### src/rtl/prescaler_multi_if.sv
// prescaler_multi_if
//   Bundles the control, divisor-write and output signals of the multi-channel
//   prescaler so that the block connects to its controller through one port.
//   master : controller side, drives enables/sync/writes and observes outputs
//   slave  : prescaler side
//   Signals:
//     ch_en   [NUM_CH]  per-channel run enable
//     sync              restart all channels in phase
//     wr_en             divisor write strobe (one cycle)
//     wr_ch   [CH_W]    target channel of the write
//     wr_div  [DIV_W]   new divisor value
//     tick    [NUM_CH]  one-cycle strobe per channel period
//     clk_out [NUM_CH]  50% duty square output, period 2*div
//     pend    [NUM_CH]  written divisor not yet applied
interface prescaler_multi_if #(
  parameter int NUM_CH = 4,
  parameter int DIV_W  = 24
);
  localparam int CH_W = (NUM_CH > 1) ? $clog2(NUM_CH) : 1;

  logic [NUM_CH-1:0] ch_en;
  logic              sync;
  logic              wr_en;
  logic [CH_W-1:0]   wr_ch;
  logic [DIV_W-1:0]  wr_div;
  logic [NUM_CH-1:0] tick;
  logic [NUM_CH-1:0] clk_out;
  logic [NUM_CH-1:0] pend;

  modport master (
    output ch_en, sync, wr_en, wr_ch, wr_div,
    input  tick, clk_out, pend
  );

  modport slave (
    input  ch_en, sync, wr_en, wr_ch, wr_div,
    output tick, clk_out, pend
  );
endinterface

### src/rtl/prescaler_multi.sv
// prescaler_multi
//   Multi-channel programmable clock prescaler for the LED timing path.
//   Every channel divides clk by a run-time programmable divisor d and gives
//   a one-cycle tick every d cycles plus a 50% duty square wave of period 2*d.
//   Divisor writes are held pending until the running period completes, so
//   a change never truncates or stretches a period.
//   Ports:
//     clk  system clock, rising edge
//     rst  asynchronous active-high reset
//     bus  prescaler_multi_if.slave (ch_en, sync, wr_en, wr_ch, wr_div in;
//          tick, clk_out, pend out)
module prescaler_multi #(
  parameter int NUM_CH      = 4,
  parameter int DIV_W       = 24,
  parameter int DEFAULT_DIV = 50000
) (
  input  logic                   clk,
  input  logic                   rst,
  prescaler_multi_if.slave       bus
);
  localparam int CH_W = (NUM_CH > 1) ? $clog2(NUM_CH) : 1;
  localparam logic [DIV_W-1:0] DEF_DIV = DIV_W'(DEFAULT_DIV);

  logic [DIV_W-1:0]  cnt      [NUM_CH];
  logic [DIV_W-1:0]  div_act  [NUM_CH];
  logic [DIV_W-1:0]  div_pend [NUM_CH];
  logic [DIV_W-1:0]  term_val [NUM_CH];
  logic [NUM_CH-1:0] tick_q;
  logic [NUM_CH-1:0] clk_q;
  logic [NUM_CH-1:0] pend_q;
  logic [NUM_CH-1:0] tc;
  logic [NUM_CH-1:0] apply;
  logic [NUM_CH-1:0] wr_hit;
  logic              wr_valid;

  // Per-channel decode of the terminal count and of the edges where a new
  // divisor may take effect. A divisor of zero is treated as one, so the
  // terminal value collapses to zero in both cases. Divisor changes are only
  // allowed at a period boundary (terminal count), while the channel is held
  // idle, or on a sync restart -- those are the points where no period is
  // in flight and swapping d cannot produce a short or long pulse.
  always_comb begin
    wr_valid = bus.wr_en && (int'(bus.wr_ch) < NUM_CH);
    for (int i = 0; i < NUM_CH; i++) begin
      term_val[i] = (div_act[i] == '0) ? '0 : div_act[i] - DIV_W'(1);
      tc[i]       = bus.ch_en[i] && (cnt[i] == term_val[i]);
      apply[i]    = bus.sync || !bus.ch_en[i] || tc[i];
      wr_hit[i]   = wr_valid && (bus.wr_ch == CH_W'(i));
    end
  end

  // Channel state. The counter/output part follows the priority
  // sync > disabled > terminal count > count. The divisor part runs
  // alongside it: on an apply edge a write landing in the same cycle goes
  // straight into the active divisor (newest value wins), otherwise any
  // pending divisor is promoted; on other edges a write only parks the value
  // in div_pend and raises pend, overwriting any earlier pending value.
  always_ff @(posedge clk or posedge rst) begin
    if (rst) begin
      for (int i = 0; i < NUM_CH; i++) begin
        cnt[i]      <= '0;
        div_act[i]  <= DEF_DIV;
        div_pend[i] <= DEF_DIV;
      end
      tick_q <= '0;
      clk_q  <= '0;
      pend_q <= '0;
    end else begin
      for (int i = 0; i < NUM_CH; i++) begin
        if (bus.sync || !bus.ch_en[i]) begin
          cnt[i]    <= '0;
          tick_q[i] <= 1'b0;
          clk_q[i]  <= 1'b0;
        end else if (tc[i]) begin
          cnt[i]    <= '0;
          tick_q[i] <= 1'b1;
          clk_q[i]  <= ~clk_q[i];
        end else begin
          cnt[i]    <= cnt[i] + DIV_W'(1);
          tick_q[i] <= 1'b0;
        end

        if (apply[i]) begin
          if (wr_hit[i]) begin
            div_act[i] <= bus.wr_div;
            pend_q[i]  <= 1'b0;
          end else if (pend_q[i]) begin
            div_act[i] <= div_pend[i];
            pend_q[i]  <= 1'b0;
          end
        end else if (wr_hit[i]) begin
          div_pend[i] <= bus.wr_div;
          pend_q[i]   <= 1'b1;
        end
      end
    end
  end

  // Outputs come straight from registers so downstream logic sees
  // glitch-free strobes and clocks.
  assign bus.tick    = tick_q;
  assign bus.clk_out = clk_q;
  assign bus.pend    = pend_q;

endmodule

### src/flat_wrapper.sv
// flat-port wrapper written by rule: the top's interface ports become plain ports
module prescaler_multi_flat 
#(
  parameter int NUM_CH      = 4,
  parameter int DIV_W       = 24,
  parameter int DEFAULT_DIV = 50000
)
  (clk, rst, bus_ch_en, bus_sync, bus_wr_en, bus_wr_ch, bus_wr_div, bus_tick, bus_clk_out, bus_pend);
  prescaler_multi_if #(.NUM_CH(NUM_CH), .DIV_W(DIV_W)) bus_i ();
  input  logic clk;
  input  logic rst;
  input wire logic [$bits(bus_i.ch_en)-1:0] bus_ch_en;
  input wire logic [$bits(bus_i.sync)-1:0] bus_sync;
  input wire logic [$bits(bus_i.wr_en)-1:0] bus_wr_en;
  input wire logic [$bits(bus_i.wr_ch)-1:0] bus_wr_ch;
  input wire logic [$bits(bus_i.wr_div)-1:0] bus_wr_div;
  output wire logic [$bits(bus_i.tick)-1:0] bus_tick;
  output wire logic [$bits(bus_i.clk_out)-1:0] bus_clk_out;
  output wire logic [$bits(bus_i.pend)-1:0] bus_pend;
  assign bus_i.ch_en = bus_ch_en;
  assign bus_i.sync = bus_sync;
  assign bus_i.wr_en = bus_wr_en;
  assign bus_i.wr_ch = bus_wr_ch;
  assign bus_i.wr_div = bus_wr_div;
  assign bus_tick = bus_i.tick;
  assign bus_clk_out = bus_i.clk_out;
  assign bus_pend = bus_i.pend;
  prescaler_multi #(.NUM_CH(NUM_CH), .DIV_W(DIV_W), .DEFAULT_DIV(DEFAULT_DIV)) u_core (.clk(clk), .rst(rst), .bus(bus_i));
endmodule
### config.mk
export PLATFORM = sky130hd
export DESIGN_NAME = prescaler_multi_flat
export DESIGN_NICKNAME = d
export VERILOG_FILES = /design/src/rtl/prescaler_multi_if.sv /design/src/rtl/prescaler_multi.sv /design/src/flat_wrapper.sv
export SDC_FILE = /design/constraint.sdc
export NUM_CORES = 1
export LEC_CHECK = 0
export ABC_AREA = 0
export CAP_MARGIN = 20
export CORE_ASPECT_RATIO = 0.7
export CORE_MARGIN = 2
export CORE_UTILIZATION = 38
export CTS_BUF_LIST = sky130_fd_sc_hd__clkbuf_8
export DETAILED_ROUTE_END_ITERATION = 8
export PLACE_DENSITY = 0.63
export SYNTH_ARGS = -nofsm -noshare
export SYNTH_HDL_FRONTEND = slang
export SYNTH_SLANG_ARGS = --single-unit
### constraint.sdc
create_clock -name clk -period 19.3 [get_ports clk]
set_input_delay 4.825 -clock clk [delete_from_list [all_inputs] [get_ports clk]]
set_output_delay 4.825 -clock clk [all_outputs]
set_load 0.03 [all_outputs]
==> key figures <==
Status
  • Status: completed

Final layout
  • Final nets: 1993
  • Fin area: about 21000 µm²
  • Commonest non-fill, non-tap cell in the layout: dfrtp_1
  • Synth-to-Final Area Change: 9.57%
  • Share of layout cells above drive strength 1: 0.142
  • Post-Layout Cell Count: roughly 2700
  • Util after Layout: 0.422
  • Most frequent cells in the layout: 252 x dfrtp_1, 169 x nor2_1, 120 x nand2_1

Min path
  • Min-Delay Path Class: reg2reg
  • Hold_sp: u_core.div_pend[0]
  • Hold path depth: 1
  • Hold EP: u_core.div_pend[0]

Die
  • Core Area: 49300 µm²
  • Die H: 191 µm
  • Die area: 51800 µm²
  • Die Wd: 271 µm
  • I/O pin count: 46
  • Row count: 68
  • Initial Util: 0.385

Synthesis
  • Syn Area/Cell: around 9.7 µm²
  • Asr flop ratio synth: 1.00
  • Synth cell types: 105
  • Cell Area, Synth: about 19000 µm²
  • Post-synthesis net count: 2004
  • Prevailing post-synth register cell: dfrtp_1
  • Synth Instances: between 1500 and 2000
  • Sequential fraction of the synthesis area: 0.398
  • Synth Register Bits: 300
  • Post-synth EDFFs: 0
  • Yosys warns: 0

Clocking
  • CTS root buffer: clkbuf_8
  • CTS tree: done
  • Total CTS buffers: 48
  • Clk slew on worst S/H paths: 60 ps
  • Bufs on Longest Clock Path: 3
  • CTS sink count: 300
  • Post-CTS resize count: 0
  • Setup bufs post-CTS: 0
  • H-tree depth: 2
  • CTS Hold Buffers Added: 0
  • Worst skew pair latency: roughly 640 ps

Placed design
  • Placed Cells incl. Taps: 2562
  • PortBufs: 45
  • Final GP Congestion: 0.927
  • Detailed placement HPWL: between 30 and 40 mm
  • Post-place setup slack: 10890 ps
  • Dpl cell area: 19800 µm²

Global route
  • First-pass GRT wire length: 83.2 mm
  • Initial antenna violation count: 2
  • GRT overflow: 0
  • Largest net degree at the start of global routing: between 100 and 150
  • Vias in the first global route: 14900
  • Total track usage: 0.198

Drt
  • DRC violations left: 0
  • Drt total wl: 51.9 mm
  • ANT nets after route: 0
  • WL/cell: about 20 µm
  • DR iter-0 viols: around 1300
  • Vias: about 16000
  • Total iterations of the first detailed-routing run: 7
  • Via/cell ratio: 5.94

Worst setup path
  • Setup CP Type: in2reg
  • Critical path's top delay family: simple AND/OR/NAND/NOR gates
  • Worst r2r src: u_core.div_act[48]
  • Slowest cell on the critical path: a31oi_4
  • Worst-path fanout max: 28
  • Setup crit end kind: register
  • Worst EP required: 19790 ps
  • Crit path DAT: 8290 ps
  • RR Endpoint: u_core.div_act[63]
  • Critical path launch point type: input port
  • Critical Path Max Stage Delay: 940 ps
  • Reg2Reg Depth: 13
  • Reg-to-reg setup timing slack: 14220 ps
  • Worst path cell trace: clkdlybuf4s50_1 > nand2b_1 > a31oi_4 > nand2_4 > mux2_1
  • Critical path buffer and inverter count: 1

Power
  • Power Density: ~84 nW/µm²
  • Design Power: 1.75 mW
  • Leak Pwr: 7.92 nW
  • Max VDD drop: 0.0505 mV

STA
  • Minimum clock period: a little under 8000 ps
  • Tcrit/Tclk final: 0.404
  • Fin. Hold Viols: 0
  • Final setup viols: 0
  • RSZ-0062 raised after global routing: false
  • Fin. max-slew vios: 0
  • Min setup slack post-route: approximately 12000 ps
  • Clk_skew: 43.2 ps
  • Worst slew margin: 0.329
  • Fmax: 0.128 GHz
  • Slew @ Worst Pin: 1010 ps
  • WHS: 493 ps
  • Setup TNS: 0 ps

Flow run
  • Max cap viols: 0
layer usage:
metal,global-route usage,wire (µm),vias up
met5,0,0,-
met2,0.277,21200,503
li1,-,-,7299
met4,0.0459,826,0
met1,0.308,26100,7906
met3,0.0423,3790,70
synthesized netlist by cell type (all sizes together) (9+ instances only):
cell / count / area share
nand2: 122 / 0.025
o21ai: 64 / 0.017
nand4: 30 / 0.011
and3: 33 / 0.011
dfstp: 48 / 0.066
nor3: 75 / 0.022
nand2b: 25 / 0.0082
o31a: 9 / 0.0042
o22ai: 55 / 0.018
mux2i: 14 / 0.0074
a221oi: 12 / 0.0059
inv: 58 / 0.011
mux2: 99 / 0.063
nor2: 170 / 0.034
a22oi: 77 / 0.030
o311ai: 28 / 0.023
xnor2: 86 / 0.040
o31ai: 11 / 0.0043
nor2b: 20 / 0.0066
o211ai: 9 / 0.0038
or4: 29 / 0.012
a2bb2oi: 24 / 0.011
a31oi: 23 / 0.0084
nand3: 85 / 0.022
xor2: 70 / 0.032
a2111oi: 9 / 0.0061
o2bb2ai: 27 / 0.012
a21oi: 25 / 0.0072
nor3b: 9 / 0.0052
or3: 39 / 0.013
nor4: 36 / 0.016
buf: 51 / 0.019
dfrtp: 252 / 0.33
and2: 20 / 0.0066
clkbuf: 87 / 0.017
cell type report:
type / count / area (µm²)
Fill cell: 4839 / 28500
Multi-Input combinational cell: 1466 / 10500
Sequential cell: 300 / 7570
Tap cell: 665 / 832
Timing Repair Buffer: 77 / 733
Clock buffer: 52 / 716
Inverter: 58 / 225
Clock inverter: 37 / 195
Antenna cell: 1 / 2.50
state kept, by name, summed over array words and instances, names as in the netlist:
| signal | count |
|---|---|
| u_core.bus.clk_out | 4 |
| u_core.bus.pend | 4 |
| u_core.div_act | 96 |
| u_core.bus.tick | 4 |
| u_core.cnt | 96 |
| u_core.div_pend | 96 |
logic make-up after synthesis:
logic type      synth area share
buf+inv                   0.0476
xor+xnor                  0.0804
flops                      0.398
mux                       0.0700
compound gates             0.189
fa+ha+maj                0.00527
simple gates               0.209
worst max-delay path by stage:
stage | start | endpoint | slack, ps | depth (start not counted)
finish | bus_sync | u_core.div_pend[26] | 11500 | 5
global route | bus_sync | u_core.div_pend[26] | 11250 | 5
CTS | bus_sync | u_core.div_pend[26] | 11550 | 5
detailed placement | bus_sync | u_core.div_pend[42] | 10890 | 5
global placement | bus_ch_en[0] | u_core.bus.pend[0] | 10960 | 9
floorplan | rst | u_core.bus.clk_out[0] | 6270 | 1
worst register-to-register path, stage by stage, from the launching register on:
cell,delay [ps]
dfrtp_1,440
inv_1,110
ha_1,200
nor3b_2,300
and4_1,420
nand2_1,350
a221o_1,430
a2111oi_0,380
clkbuf_2,210
o2111ai_1,100
or4_1,670
nand2_1,680
buf_4,420
o2bb2a_1,280
power by group:
group | total, mW | internal (mW) | leakage (nW) | switching [mW]
logic | 0.361 | 0.175 | 3.66 | 0.186
clock network | 0.542 | 0.264 | 0.558 | 0.278
registers | 0.845 | 0.734 | 3.70 | 0.110
total | 1.75 | 1.17 | 7.92 | 0.574
(Power assumes the default switching activity.)
